**src/rtl/vlsu_pkg.sv**
```systemverilog
// Shared constants for the vector load unit meta-info broadcast path.
package vlsu_pkg;

  localparam int unsigned VlsuMetaIdWidth = 4;

endpackage

```
**src/rtl/vlsu_meta_bcast_fifo_if.sv**
```systemverilog
// One descriptor stream: valid/ready handshake carrying a meta descriptor and its instruction ID.
interface vlsu_meta_bcast_fifo_if #(
  parameter type         meta_t  = logic,
  parameter int unsigned IdWidth = 4
);

  logic               valid;
  logic               ready;
  meta_t              meta;
  logic [IdWidth-1:0] id;

  modport master (output valid, meta, id, input  ready);
  modport slave  (input  valid, meta, id, output ready);

endinterface

```
**src/rtl/vlsu_meta_fifo_lane.sv**
```systemverilog
// Single consumer FIFO of the meta broadcast: Depth entries of descriptor + ID,
// optional zero-latency fall-through when empty.
module vlsu_meta_fifo_lane
  import vlsu_pkg::*;
#(
  parameter type         meta_t      = logic,
  parameter int unsigned Depth       = 2,
  parameter int unsigned IdWidth     = VlsuMetaIdWidth,
  parameter bit          FallThrough = 1'b0
) (
  input  logic                       clk_i,
  input  logic                       rst_ni,
  input  logic                       flush_i,
  input  logic                       push_i,
  input  meta_t                      meta_i,
  input  logic [IdWidth-1:0]         id_i,
  output logic                       can_accept_o,
  output logic [$clog2(Depth+1)-1:0] occupancy_o,
  vlsu_meta_bcast_fifo_if.master     out_if
);

  localparam int unsigned CntW = $clog2(Depth + 1);
  localparam int unsigned PtrW = (Depth > 1) ? $clog2(Depth) : 1;

  meta_t              mem_q    [Depth];
  meta_t              mem_d    [Depth];
  logic [IdWidth-1:0] id_mem_q [Depth];
  logic [IdWidth-1:0] id_mem_d [Depth];
  logic [PtrW-1:0]    wr_ptr_q, wr_ptr_d;
  logic [PtrW-1:0]    rd_ptr_q, rd_ptr_d;
  logic [CntW-1:0]    cnt_q, cnt_d;

  logic empty, full, bypass, pop, store, pop_mem;

  // NOTE: every signal gets a default at the top of always_comb so no path leaves one unassigned (no latches).
  always_comb begin
    empty  = (cnt_q == '0);
    full   = (cnt_q == CntW'(Depth));
    bypass = FallThrough && empty && push_i;

    out_if.valid = !empty || bypass;
    out_if.meta  = bypass ? meta_i : mem_q[rd_ptr_q];
    out_if.id    = bypass ? id_i   : id_mem_q[rd_ptr_q];

    // A full lane still accepts when its consumer pops this cycle.
    can_accept_o = !full || out_if.ready;

    pop     = out_if.valid && out_if.ready && !flush_i;
    store   = push_i && !(bypass && out_if.ready);
    pop_mem = pop && !bypass;

    mem_d    = mem_q;
    id_mem_d = id_mem_q;
    wr_ptr_d = wr_ptr_q;
    rd_ptr_d = rd_ptr_q;
    cnt_d    = cnt_q;

    if (store) begin
      mem_d[wr_ptr_q]    = meta_i;
      id_mem_d[wr_ptr_q] = id_i;
      wr_ptr_d = (wr_ptr_q == PtrW'(Depth - 1)) ? '0 : wr_ptr_q + 1'b1;
    end
    if (pop_mem) begin
      rd_ptr_d = (rd_ptr_q == PtrW'(Depth - 1)) ? '0 : rd_ptr_q + 1'b1;
    end

    unique case ({store, pop_mem})
      2'b10:   cnt_d = cnt_q + 1'b1;
      2'b01:   cnt_d = cnt_q - 1'b1;
      default: cnt_d = cnt_q;
    endcase

    // Flush wins over any same-cycle push or pop; stale storage is left in place.
    if (flush_i) begin
      wr_ptr_d = '0;
      rd_ptr_d = '0;
      cnt_d    = '0;
    end
  end

  assign occupancy_o = cnt_q;

  // NOTE: sequential state uses non-blocking assignments only, so all flops update together at the edge.
  always_ff @(posedge clk_i or negedge rst_ni) begin
    if (!rst_ni) begin
      wr_ptr_q <= '0;
      rd_ptr_q <= '0;
      cnt_q    <= '0;
      // NOTE: storage is reset as well so the descriptor outputs never show X; it is only Depth entries.
      for (int i = 0; i < int'(Depth); i++) begin
        mem_q[i]    <= '0;
        id_mem_q[i] <= '0;
      end
    end else begin
      wr_ptr_q <= wr_ptr_d;
      rd_ptr_q <= rd_ptr_d;
      cnt_q    <= cnt_d;
      mem_q    <= mem_d;
      id_mem_q <= id_mem_d;
    end
  end

endmodule

```
**src/rtl/vlsu_meta_bcast_fifo.sv**
```systemverilog
// Broadcasts each accepted meta descriptor, tagged with a rolling instruction ID,
// into NrConsumers independent FIFOs; input is accepted only when every lane can take it.
module vlsu_meta_bcast_fifo
  import vlsu_pkg::*;
#(
  parameter int unsigned NrConsumers = 2,
  parameter int unsigned Depth       = 2,
  parameter int unsigned IdWidth     = VlsuMetaIdWidth,
  parameter bit          FallThrough = 1'b0,
  parameter type         meta_glb_t  = logic
) (
  input  logic                                         clk_i,
  input  logic                                         rst_ni,
  input  logic                                         flush_i,
  input  logic                                         meta_info_valid_i,
  output logic                                         meta_info_ready_o,
  input  meta_glb_t                                    meta_info_i,
  output logic      [NrConsumers-1:0]                  cons_valid_o,
  input  logic      [NrConsumers-1:0]                  cons_ready_i,
  output meta_glb_t                                    cons_o [NrConsumers],
  output logic      [NrConsumers-1:0][IdWidth-1:0]     cons_id_o,
  output logic                                         idle_o,
  output logic      [NrConsumers-1:0][$clog2(Depth+1)-1:0] occupancy_o
);

  logic [NrConsumers-1:0] can_accept;
  logic                   push;
  logic [IdWidth-1:0]     id_q, id_d;

  always_comb begin
    meta_info_ready_o = !flush_i && (&can_accept);
    push              = meta_info_valid_i && meta_info_ready_o;
    idle_o            = (occupancy_o == '0);

    id_d = id_q;
    if (flush_i) begin
      id_d = '0;
    end else if (push) begin
      id_d = id_q + 1'b1;
    end
  end

  always_ff @(posedge clk_i or negedge rst_ni) begin
    if (!rst_ni) begin
      id_q <= '0;
    end else begin
      id_q <= id_d;
    end
  end

  for (genvar k = 0; k < NrConsumers; k++) begin : g_lane
    vlsu_meta_bcast_fifo_if #(.meta_t(meta_glb_t), .IdWidth(IdWidth)) lane_if ();

    vlsu_meta_fifo_lane #(
      .meta_t      (meta_glb_t),
      .Depth       (Depth),
      .IdWidth     (IdWidth),
      .FallThrough (FallThrough)
    ) i_lane (
      .clk_i        (clk_i),
      .rst_ni       (rst_ni),
      .flush_i      (flush_i),
      .push_i       (push),
      .meta_i       (meta_info_i),
      .id_i         (id_q),
      .can_accept_o (can_accept[k]),
      .occupancy_o  (occupancy_o[k]),
      .out_if       (lane_if)
    );

    assign lane_if.ready   = cons_ready_i[k];
    assign cons_valid_o[k] = lane_if.valid;
    assign cons_o[k]       = lane_if.meta;
    assign cons_id_o[k]    = lane_if.id;
  end

endmodule

```
**config.mk**
```make
export PLATFORM = sky130hd
export DESIGN_NAME = vlsu_meta_bcast_fifo
export DESIGN_NICKNAME = d
export VERILOG_FILES = /design/src/rtl/vlsu_pkg.sv /design/src/rtl/vlsu_meta_bcast_fifo_if.sv /design/src/rtl/vlsu_meta_fifo_lane.sv /design/src/rtl/vlsu_meta_bcast_fifo.sv
export SDC_FILE = /design/constraint.sdc
export NUM_CORES = 1
export LEC_CHECK = 0
export ABC_AREA = 1
export CORE_ASPECT_RATIO = 0.7
export CORE_UTILIZATION = 53
export CTS_CLUSTER_DIAMETER = 120
export DETAILED_ROUTE_END_ITERATION = 6
export HOLD_SLACK_MARGIN = 0.15
export PLACE_DENSITY = 0.89
export SYNTH_ARGS = -nofsm -noshare
export SYNTH_HDL_FRONTEND = slang
export SYNTH_SLANG_ARGS = --single-unit
```
**constraint.sdc**
```tcl
create_clock -name clk_i -period 1.78 [get_ports clk_i]
set_input_delay 0.356 -clock clk_i [delete_from_list [all_inputs] [get_ports clk_i]]
set_output_delay 0.356 -clock clk_i [all_outputs]
set_load 0.03 [all_outputs]
```
== Word level (Yosys, flattened, before mapping) ==
Cells that the tools add are included.

* Register bits: 32
* Word-level logic and storage cells: 106

* Equal/unequal tests: 6
* Bitwise gates (word level): 4
* $add $sub $neg: 9
* Multiplexer cells: 42
* Reduce and logical (&&, ||, !) cells: 24
* Order comparisons: 6

{| class="wikitable"
|+ Operators with widths
! kind !! number
|-
| $mux W4 || 10
|-
| $mux W1 || 20
|-
| $bwmux W8 || 2
|-
| $demux W4 S1 || 2
|-
| $eq A2 B2 Y1 const B || 4
|-
| $ge A2 B2 Y1 const B || 4
|-
| $logic_and A1 B1 Y1 || 8
|-
| $not A1 Y2 || 4
|-
| $pmux W2 S2 || 2
|-
| $reduce_bool A2 Y1 || 3
|-
| $reduce_bool A3 Y1 || 2
|-
| $logic_not A1 Y1 || 5
|-
| $add A1 B1 Y1 const B || 4
|-
| $add A2 B1 Y2 const B || 2
|-
| $add A4 B1 Y4 const B || 1
|-
| $bwmux W2 || 2
|-
| $eq A2 B1 Y1 const B || 2
|-
| $logic_not A2 Y1 || 2
|-
| $logic_not A4 Y1 || 1
|-
| $lt A2 B1 Y1 const B || 2
|-
| $mux W2 || 2
|-
| $sub A2 B1 Y2 const B || 2
|-
| $demux W1 S1 || 2
|-
| $logic_or A1 B1 Y1 || 2
|-
| $reduce_and A2 Y1 || 1
|}

== Depth between registers and ports, before layout ==
Gate-level depths: netlist (run 1).

* Depth after elaboration: 9
* Gate-level depth with buffers: 8

== Hierarchy ==
From an unflattened synthesis (run 1), not the netlist that was laid out.

* Cells, all modules: 212
* Area, all modules: 1650.3 µm²

{| class="wikitable"
|+ By module, submodules not included
! module !! sequential area each (µm²) !! instances !! cells each !! area each (µm²)
|-
| vlsu_meta_fifo_lane || 350.3 || 2 || 86 || 678.2
|-
| vlsu_meta_bcast_fifo || 100.1 || 1 || 40 || 294.0
|}

== Least setup slack after synthesis (run 1) ==
Ideal clock, no wire load.

* Kind: register to register
* Start: register g_lane[0].i_lane.cnt_q[0]
* End: register g_lane[1].i_lane.cnt_q[1]
* Data arrival time: 1.660 ns
* Library setup time: 0.066 ns
* Buffers on the path: 0
* Stages on the path, launching flop included: 8
* Data required time: 1.714 ns
* Slack: 0.054 ns
* Path through: dfrtp_1 -> nand3b_1 -> nand2_1 -> nor2_1 -> nand3_1 -> nand2_1 -> nand3_1 -> nand2_1

* Word-level cells in the longest chain between the ends: 9
* Elaborated cells between the ends (all ways): 11
* Those cells by class: 3 x eq/ne; 2 x mux; 6 x reduce/logical

{| class="wikitable"
|+ RTL lines
! element !! line !! source
|-
| start, declared || vlsu_meta_fifo_lane.sv:31 || <nowiki>logic [CntW-1:0] cnt_q, cnt_d;</nowiki>
|-
| start signal, assigned || vlsu_meta_fifo_lane.sv:97 || <nowiki>cnt_q <= cnt_d;</nowiki>
|-
| $eq A2 B2 Y1 * || vlsu_meta_fifo_lane.sv:38 || <nowiki>full = (cnt_q == CntW'(Depth));</nowiki>
|-
| $logic_not A1 Y1 * || vlsu_meta_fifo_lane.sv:46 || <nowiki>can_accept_o = !full || out_if.ready;</nowiki>
|-
| $logic_or A1 B1 Y1 * || vlsu_meta_fifo_lane.sv:46 ||
|-
| $reduce_and A2 Y1 * || vlsu_meta_bcast_fifo.sv:31 || <nowiki>meta_info_ready_o = !flush_i && (&can_accept);</nowiki>
|-
| $logic_and A1 B1 Y1 * || vlsu_meta_bcast_fifo.sv:31 ||
|-
| net meta_info_ready_o || vlsu_meta_bcast_fifo.sv:16 || <nowiki>output logic meta_info_ready_o,</nowiki>
|-
| $logic_and A1 B1 Y1 * || vlsu_meta_bcast_fifo.sv:32 || <nowiki>push = meta_info_valid_i && meta_info_ready_o;</nowiki>
|-
| $eq A2 B1 Y1 or $eq A2 B2 Y1 (tied branches) || vlsu_meta_fifo_lane.sv:67 || <nowiki>unique case ({store, pop_mem})</nowiki>
|-
| $pmux W2 S2 || vlsu_meta_fifo_lane.sv:67 ||
|-
| $mux W2 || vlsu_meta_fifo_lane.sv:74 || <nowiki>if (flush_i) begin</nowiki>
|-
| end signal, assigned || vlsu_meta_fifo_lane.sv:97 ||
|-
| end, declared || vlsu_meta_fifo_lane.sv:31 ||
|}

The timed path passes the listed nets; every way through them passes the cells marked *.
A chain may end at the register's enable or synchronous reset.

== Final worst setup path (run 1) ==
* Start: input cons_ready_i[0]
* End: output meta_info_ready_o

* Word-level cells in the longest chain between the ends: 3

{| class="wikitable"
|+ RTL lines
! element !! line !! source
|-
| start, declared || vlsu_meta_bcast_fifo.sv:19 || <nowiki>input logic [NrConsumers-1:0] cons_ready_i,</nowiki>
|-
| $logic_or A1 B1 Y1 || vlsu_meta_fifo_lane.sv:46 ||
|-
| $reduce_and A2 Y1 || vlsu_meta_bcast_fifo.sv:31 ||
|-
| $logic_and A1 B1 Y1 || vlsu_meta_bcast_fifo.sv:31 ||
|-
| end, declared || vlsu_meta_bcast_fifo.sv:16 ||
|}

No other way between the ends.

==> impl_summary.txt, run 1 <==
----------------------------------------------------
[Status]
  Status ... complete, no violations

[Critical path]
  Worst setup path class ... input port to output pin
  CP startpoint ... cons_ready_i[0]
  Slowest-stage cell, CP ... clkdlybuf4s50_1
  Family of cells with the greatest summed delay on the critical path ... buffers and inverters
  Worst path cell trace ... clkdlybuf4s50_1 > inv_1 > nand3b_1 > nand2_1 > nor2_2 > buf_6
  Critical Path Sink Type ... output pin
  CP Buf/Inv Count ... 3
  Startpoint class of the critical path ... input port
  Launch point of the worst reg-to-reg path ... g_lane[0].i_lane.occupancy_o[0]
  Maximum net fanout on the critical path ... 2
  CP peak stage delay ... 0.49 ns
  Crit path required time ... 1.42 ns
  Crit path arrival time ... 1.38 ns

[Final layout]
  Register area ... 801 um^2
  Fill cell instance count of the final layout ... 217
  Ant diodes ... 0
  Most frequent cells in the layout ... nand2_1 (73), dfrtp_1 (32), inv_1 (16), o21ai_0 (16), buf_4 (13)
  Most frequent standard cell in the layout excluding fill and tap cells ... nand2_1
  Footprint of the multi-input gates ... 683 um^2
  Relative area change from synthesis to final layout ... 24.1%
  Layout cell share with drive strength beyond 1 ... 19.3%
  # nets final ... 235

[STA]
  Achievable Freq ... 0.576 GHz
  Count of pins over their slew limit ... 0
  Remaining max-slew budget at the tightest pin ... 74.0%
  Worst-case clock skew ... 0.00514 ns
  Setup violation total in the final timing report ... 0
  Hold Worst Slack ... 0.468 ns
  Time the worst path needs with I/O delays and setup ... 1.74 ns
  Share of the clock period used by the worst path after layout ... 97.5%
  RSZ-0062 raised after global routing ... yes
  Measured slew at the worst slew-check pin ... 0.390 ns
  Count of endpoints failing hold in the final timing report ... 0

[Drt]
  1st-iter DRT viols ... 122
  Antenna viol nets, final ... 0
  Drt first pass iters ... 4
  Routed wire length ... 3300 um
  Routed length per placed instance ... 12.5 um
  # DRC ... 0
  Number of vias per cell ... 5.13
  DR vias ... 1355

[Power and ir drop]
  Power density over the cells ... 1360 nW/um^2
  Design internal power ... 1.63 mW
  Static leakage ... 1.07 nW
  VDD IR max ... 0.859 mV
  Share of total power in sequential cells ... 37.0%
  Overall power consumption ... 2.72 mW
  Comb power frac ... 42.0%
  Clock network power share ... 21.0%
  Switching part of the total power ... 40.1%
  Net Sw Power ... 1.09 mW

[Clock tree]
  Clock tree from TritonCTS ... yes
  Clock input transition at the sequential cells of the worst setup and hold paths ... 0.06 ns
  Clk root buf ... clkbuf_8
  H-tree levels ... 2
  Clock network latency to the later pin of the worst-skew pair ... 0.29 ns
  Total clock sinks ... 32
  Max Root-Sink Buffers ... 2
  Number of clock buffers inserted by TritonCTS ... 5

[Run]
  Max-cap violations ... 0

[GRT]
  Antenna violations before repair ... 0
  GR met3 Demand/Resource ... 6.90%
  Leftover overflow at the end of global routing ... 0
  First-pass GRT wire length ... 5470 um
  Met1 Resource Use GR ... 32.6%
  Most congested layer reported by global routing ... met2
  Largest net degree at the start of global routing ... 33
  Met2 track utilization from global routing ... 39.0%
  All-layer global routing usage ... 24.7%
  Vias in the first global route ... 1206

[Synthesis]
  Yosys cell types ... 20
  Yosys warns ... 0
  Synth Area per Inst ... 8.37 um^2
  Flop and latch count out of synthesis ... 32
  Sequential cell area fraction in the yosys report ... 49.8%
  Post-synthesis net count ... 200
  Mapped Area ... 1610 um^2
  Number of cells produced by synthesis ... 192

[Floorplanning]
  IO Pins ... 25
  Core ar. ... 2840 um^2
  Area enclosed by the die boundary ... 3260 um^2
  Row count ... 16
  Initial cell density of the core ... 56.5%
  Die span in y ... 48.1 um
  Chip width ... 67.8 um

[Hold path]
  Worst Hold Class ... input port to async pin

[Placed design]
  Port Buffer Count ... 24
  Global placement routability congestion ... 0.710
  HPWL Detailed ... 2430 um

----------------------------------------------------
## final cells by class
type                       instances  area share, %
sequential                        32           40.2
multi-input combinational        136           34.3
timing repair buffer              34           15.0
clock buffer                       6           4.14
inverter                          18           3.64
tap                               36           2.26
clock inverter                     2          0.502
## synth_stat cells
cell       n  share of area [%]
buf_4      4                1.9
o21ai_2   10                5.5
buf_6      2                1.4
nand3_1   12                3.7
nand2_4    4                2.8
inv_2      1               0.23
xnor2_1    2                1.1
dfrtp_1   32                 50
a21oi_1    3               0.93
nand4_4    1                1.3
ha_1       1               0.78
inv_1     16                3.7
or2_2      1               0.39
nand2_1   73                 17
nor2_1    10                2.3
nand3b_1   1               0.47
or2_1      1               0.39
nand3_2    1               0.62
o21ai_0   16                5.0
inv_6      1               0.55
## cells by family after synthesis
family                   Yosys count  synth area share (%)
AND/OR/NAND/NOR                  104                  29.1
flip-flops                        32                  49.8
adder cells (fa/ha/maj)            1                 0.779
XOR/XNOR                           2                  1.09
AO/OA/AOI/OAI                     29                  11.4
buffers and inverters             24                  7.79
## worst register-to-register path: cells and delay by family (launching register included)
| family | cells | cell delay [ns] |
|---|---|---|
| and+or+nand+nor | 7 | 0.65 |
| DFF | 1 | 0.38 |
| buffers and inverters | 2 | 0.29 |
## metal layers
metal  share of wire (%)  routed length [um]
met2                  46                1510
met4                 1.6                  53
met3                 3.8                 124
met1                  49                1610
met5                   0                   0
## registers in the layout (all words and copies together), names as in the netlist
signal                     flops
g_lane.i_lane.wr_ptr_q         2
id_q                           4
g_lane.i_lane.rd_ptr_q         2
g_lane.i_lane.id_mem_q        16
g_lane.i_lane.mem_q            4
g_lane.i_lane.occupancy_o      4
## through the flow
| stage | utilization, % | setup slack, ns | TNS, ns | instance area (um^2) | std cells |
|---|---|---|---|---|---|
| 2_1_floorplan | - | 0.0537 | 0 | 1610 | 192 |
| 4_1_cts | 69.8 | 0.00261 | 0 | 1980 | 264 |
| 6_report | 70.1 | 0.0448 | 0 | 1990 | 264 |
| 5_1_grt | 70.1 | -0.0107 | -0.0107 | 1990 | 264 |
| 3_3_place_gp | 67.0 | 0.0635 | 0 | 1900 | 256 |
| 3_5_place_dp | 67.0 | 0.0224 | 0 | 1900 | 256 |
## path summary, 6_finish.rpt
check,slack (ns),end,cells after the start
setup / recovery,0.04,meta_info_ready_o,6
max in group asynchronous,1.02,g_lane[1].i_lane.occupancy_o[0],2
hold reg to reg,0.48,g_lane[0].i_lane.mem_q[1],2
min in group clk_i,0.48,g_lane[0].i_lane.mem_q[1],2
setup reg to reg,0.35,g_lane[1].i_lane.occupancy_o[0],9
hold / removal,0.47,g_lane[0].i_lane.id_mem_q[4],2
## power by group through the flow
stage               registers (mW)  logic (mW)  clock network (mW)
floorplan                     1.08       0.740                   0
global placement              1.00        1.16                   0
detailed placement            1.01        1.19                   0
CTS                           1.00        1.14               0.579
global route                  1.03        1.26               0.612
finish                        1.00        1.14               0.571
## what timing repair did
| action | CTS | global route |
|---|---|---|
| buffers inserted | 0 | 0 |
| endpoints found under the hold margin | 0 | 0 |
| setup endpoints to repair | 12 | 5 |
| hold buffers | 0 | 0 |
| gates resized for setup | 14 | 7 |
| cloned | 0 | 0 |
Power figures use the tool's default switching activity.
==> inputs of run 2 (changes only) <==
Settings changed: CELL_PAD_IN_SITES_DETAIL_PLACEMENT set to 1, CELL_PAD_IN_SITES_GLOBAL_PLACEMENT set to 2, CORE_UTILIZATION 53 to 31, PLACE_DENSITY 0.89 to 0.87.
==> run 2 against run 1 <==
Net effect:
- register-to-register slack got worse by 0.06 ns
- fmax rose by 0.22%
- die area up 68%
- power is 5.6% higher
- combinational power barely moved
- cell count grew 14%
- critical path depth is 4 lower
- global-route usage down 8.7 points
- worst hold slack worse by 0.0021 ns
- clock power increased by 20%
- flip-flop and latch count unchanged
- critical path type is now flop to output pin
- critical endpoint is now cons_valid_o[0]
- highest routed layer unchanged
==> impl_summary.txt, run 2 (synthesis gave the netlist of run 1 again) <==
----------------------------------------------------
[Status]
  Status ... complete, no violations

[Critical path]
  Maximum net fanout on the critical path ... 3
  Crit path arrival time ... 1.38 ns
  Critical Path Sink Type ... output pin
  Worst setup path class ... flop to output pin
  Crit path required time ... 1.42 ns
  Startpoint class of the critical path ... flop

[Placed design]
  HPWL Detailed ... 2930 um
  Standard cell area after detailed placement ... 1960 um^2
  Global placement routability congestion ... 0.730
  Port Buffer Count ... 24

[GRT]
  Largest net degree at the start of global routing ... 33
  All-layer global routing usage ... 16.0%
  Antenna violations before repair ... 0
  Vias in the first global route ... 1398
  First-pass GRT wire length ... 6670 um
  Leftover overflow at the end of global routing ... 0

[Drt]
  Routed wire length ... 3810 um
  Antenna viol nets, final ... 0
  Routed length per placed instance ... 12.6 um
  # DRC ... 0
  1st-iter DRT viols ... 59
  Number of vias per cell ... 4.45
  DR vias ... 1344
  Drt first pass iters ... 4

[STA]
  Count of endpoints failing hold in the final timing report ... 0
  Hold Worst Slack ... 0.466 ns
  Measured slew at the worst slew-check pin ... 0.399 ns
  RSZ-0062 raised after global routing ... yes
  Count of pins over their slew limit ... 0
  Accumulated negative setup slack ... 0 ns
  Achievable Freq ... 0.578 GHz
  Setup violation total in the final timing report ... 0
  Worst-case clock skew ... 0.00887 ns
  Time the worst path needs with I/O delays and setup ... 1.73 ns
  Share of the clock period used by the worst path after layout ... 97.3%
  Remaining max-slew budget at the tightest pin ... 73.4%

[Clock tree]
  Clock tree from TritonCTS ... yes
  Clock input transition at the sequential cells of the worst setup and hold paths ... 0.07 ns
  Number of clock buffers inserted by TritonCTS ... 5
  H-tree levels ... 2
  Clock network latency to the later pin of the worst-skew pair ... 0.28 ns
  Hold buffer count at CTS ... 0
  Clk root buf ... clkbuf_8
  Max Root-Sink Buffers ... 2
  Total clock sinks ... 32

[Final layout]
  Register area ... 801 um^2
  Footprint of the multi-input gates ... 683 um^2
  # nets final ... 240
  Most frequent cells in the layout ... nand2_1 (73), dfrtp_1 (32), buf_4 (23), inv_1 (16), o21ai_0 (16)
  Most frequent standard cell in the layout excluding fill and tap cells ... nand2_1
  Final non-filler cell area ... 2080 um^2
  Core utilization of the finished layout ... 42.5%
  Fill cell instance count of the final layout ... 613
  Relative area change from synthesis to final layout ... 29.2%
  Ant diodes ... 0
  Register with the most flip-flops ... g_lane.i_lane.id_mem_q
  Max reg flops ... 16
  Layout cell share with drive strength beyond 1 ... 21.9%

[Power and ir drop]
  VDD IR max ... 0.556 mV
  Static leakage ... 1.07 nW
  Power density over the cells ... 1380 nW/um^2
  Overall power consumption ... 2.87 mW

[Run]
  Max-cap violations ... 0

[Floorplanning]
  IO Pins ... 25
  Chip width ... 88.0 um
  Core ar. ... 4890 um^2
  Die span in y ... 62.2 um
  Row count ... 21
  Area enclosed by the die boundary ... 5480 um^2
  Initial cell density of the core ... 32.9%

[Hold path]
  Worst Hold Class ... input port to async pin

----------------------------------------------------
==> run 2: worst paths after layout <==
kind | from | endpoint | slack (ns) | cells past startpoint
min in group clk_i | g_lane[0].i_lane.id_mem_q[6] | g_lane[0].i_lane.id_mem_q[6] | 0.48 | 2
worst min-delay path | rst_ni | g_lane[1].i_lane.wr_ptr_q | 0.47 | 2
max in group asynchronous | rst_ni | g_lane[1].i_lane.mem_q[1] | 1.03 | 2
worst min register to register | g_lane[0].i_lane.id_mem_q[6] | g_lane[0].i_lane.id_mem_q[6] | 0.48 | 2
worst max register to register | g_lane[0].i_lane.occupancy_o[0] | id_q[0] | 0.29 | 7
worst max-delay path | g_lane[0].i_lane.occupancy_o[0] | cons_valid_o[0] | 0.05 | 2
==> run 2: worst max-delay path, stage by stage (launching register included) <==
cell	delay, ns
dfrtp_1	0.38
or2_2	0.34
dlygate4sd2_1	0.37
==> run 2: per-stage QoR <==
step / setup slack (ns) / instances
floorplan: 0.0537 / 192
global placement: 0.0494 / 293
CTS: 0.0105 / 301
finish: 0.0486 / 302
detailed placement: 0.0184 / 293
global route: -0.0308 / 302
==> run 2: area by class of cell <==
cell class              instances  area share (%)
well taps                      69            4.16
inverters                      18            3.50
clock inverters                 2            1.69
repair buffers                 39            15.7
clock buffers                   6            3.50
flip-flops and latches         32            38.6
multi-input cells             136            32.9
==> run 2: where the power goes <==
part	total (mW)	switching, mW	internal [mW]
sequential	1.00	0.105	0.899
combinational	1.17	0.733	0.441
clock	0.688	0.273	0.415
total	2.87	1.11	1.75
==> run 2: timing repair <==
item	CTS	global route
endpoints found under the setup margin	9	3
gates resized for setup	9	4
buffers inserted	0	1
pin swaps	0	1
==> run 2: layer usage <==
metal,GRT usage (%),share of wire [%]
met1,24.2,51
met2,22.7,45
met3,4.39,2.9
met4,3.02,0.79
met5,0,0
==> inputs of run 3 (changes only) <==
Settings changed: CAP_MARGIN set to 40, GPL_ROUTABILITY_DRIVEN set to 1.
==> results of run 3 <==
Same layout as run 2: the final DEF is identical, and so are final timing and power.
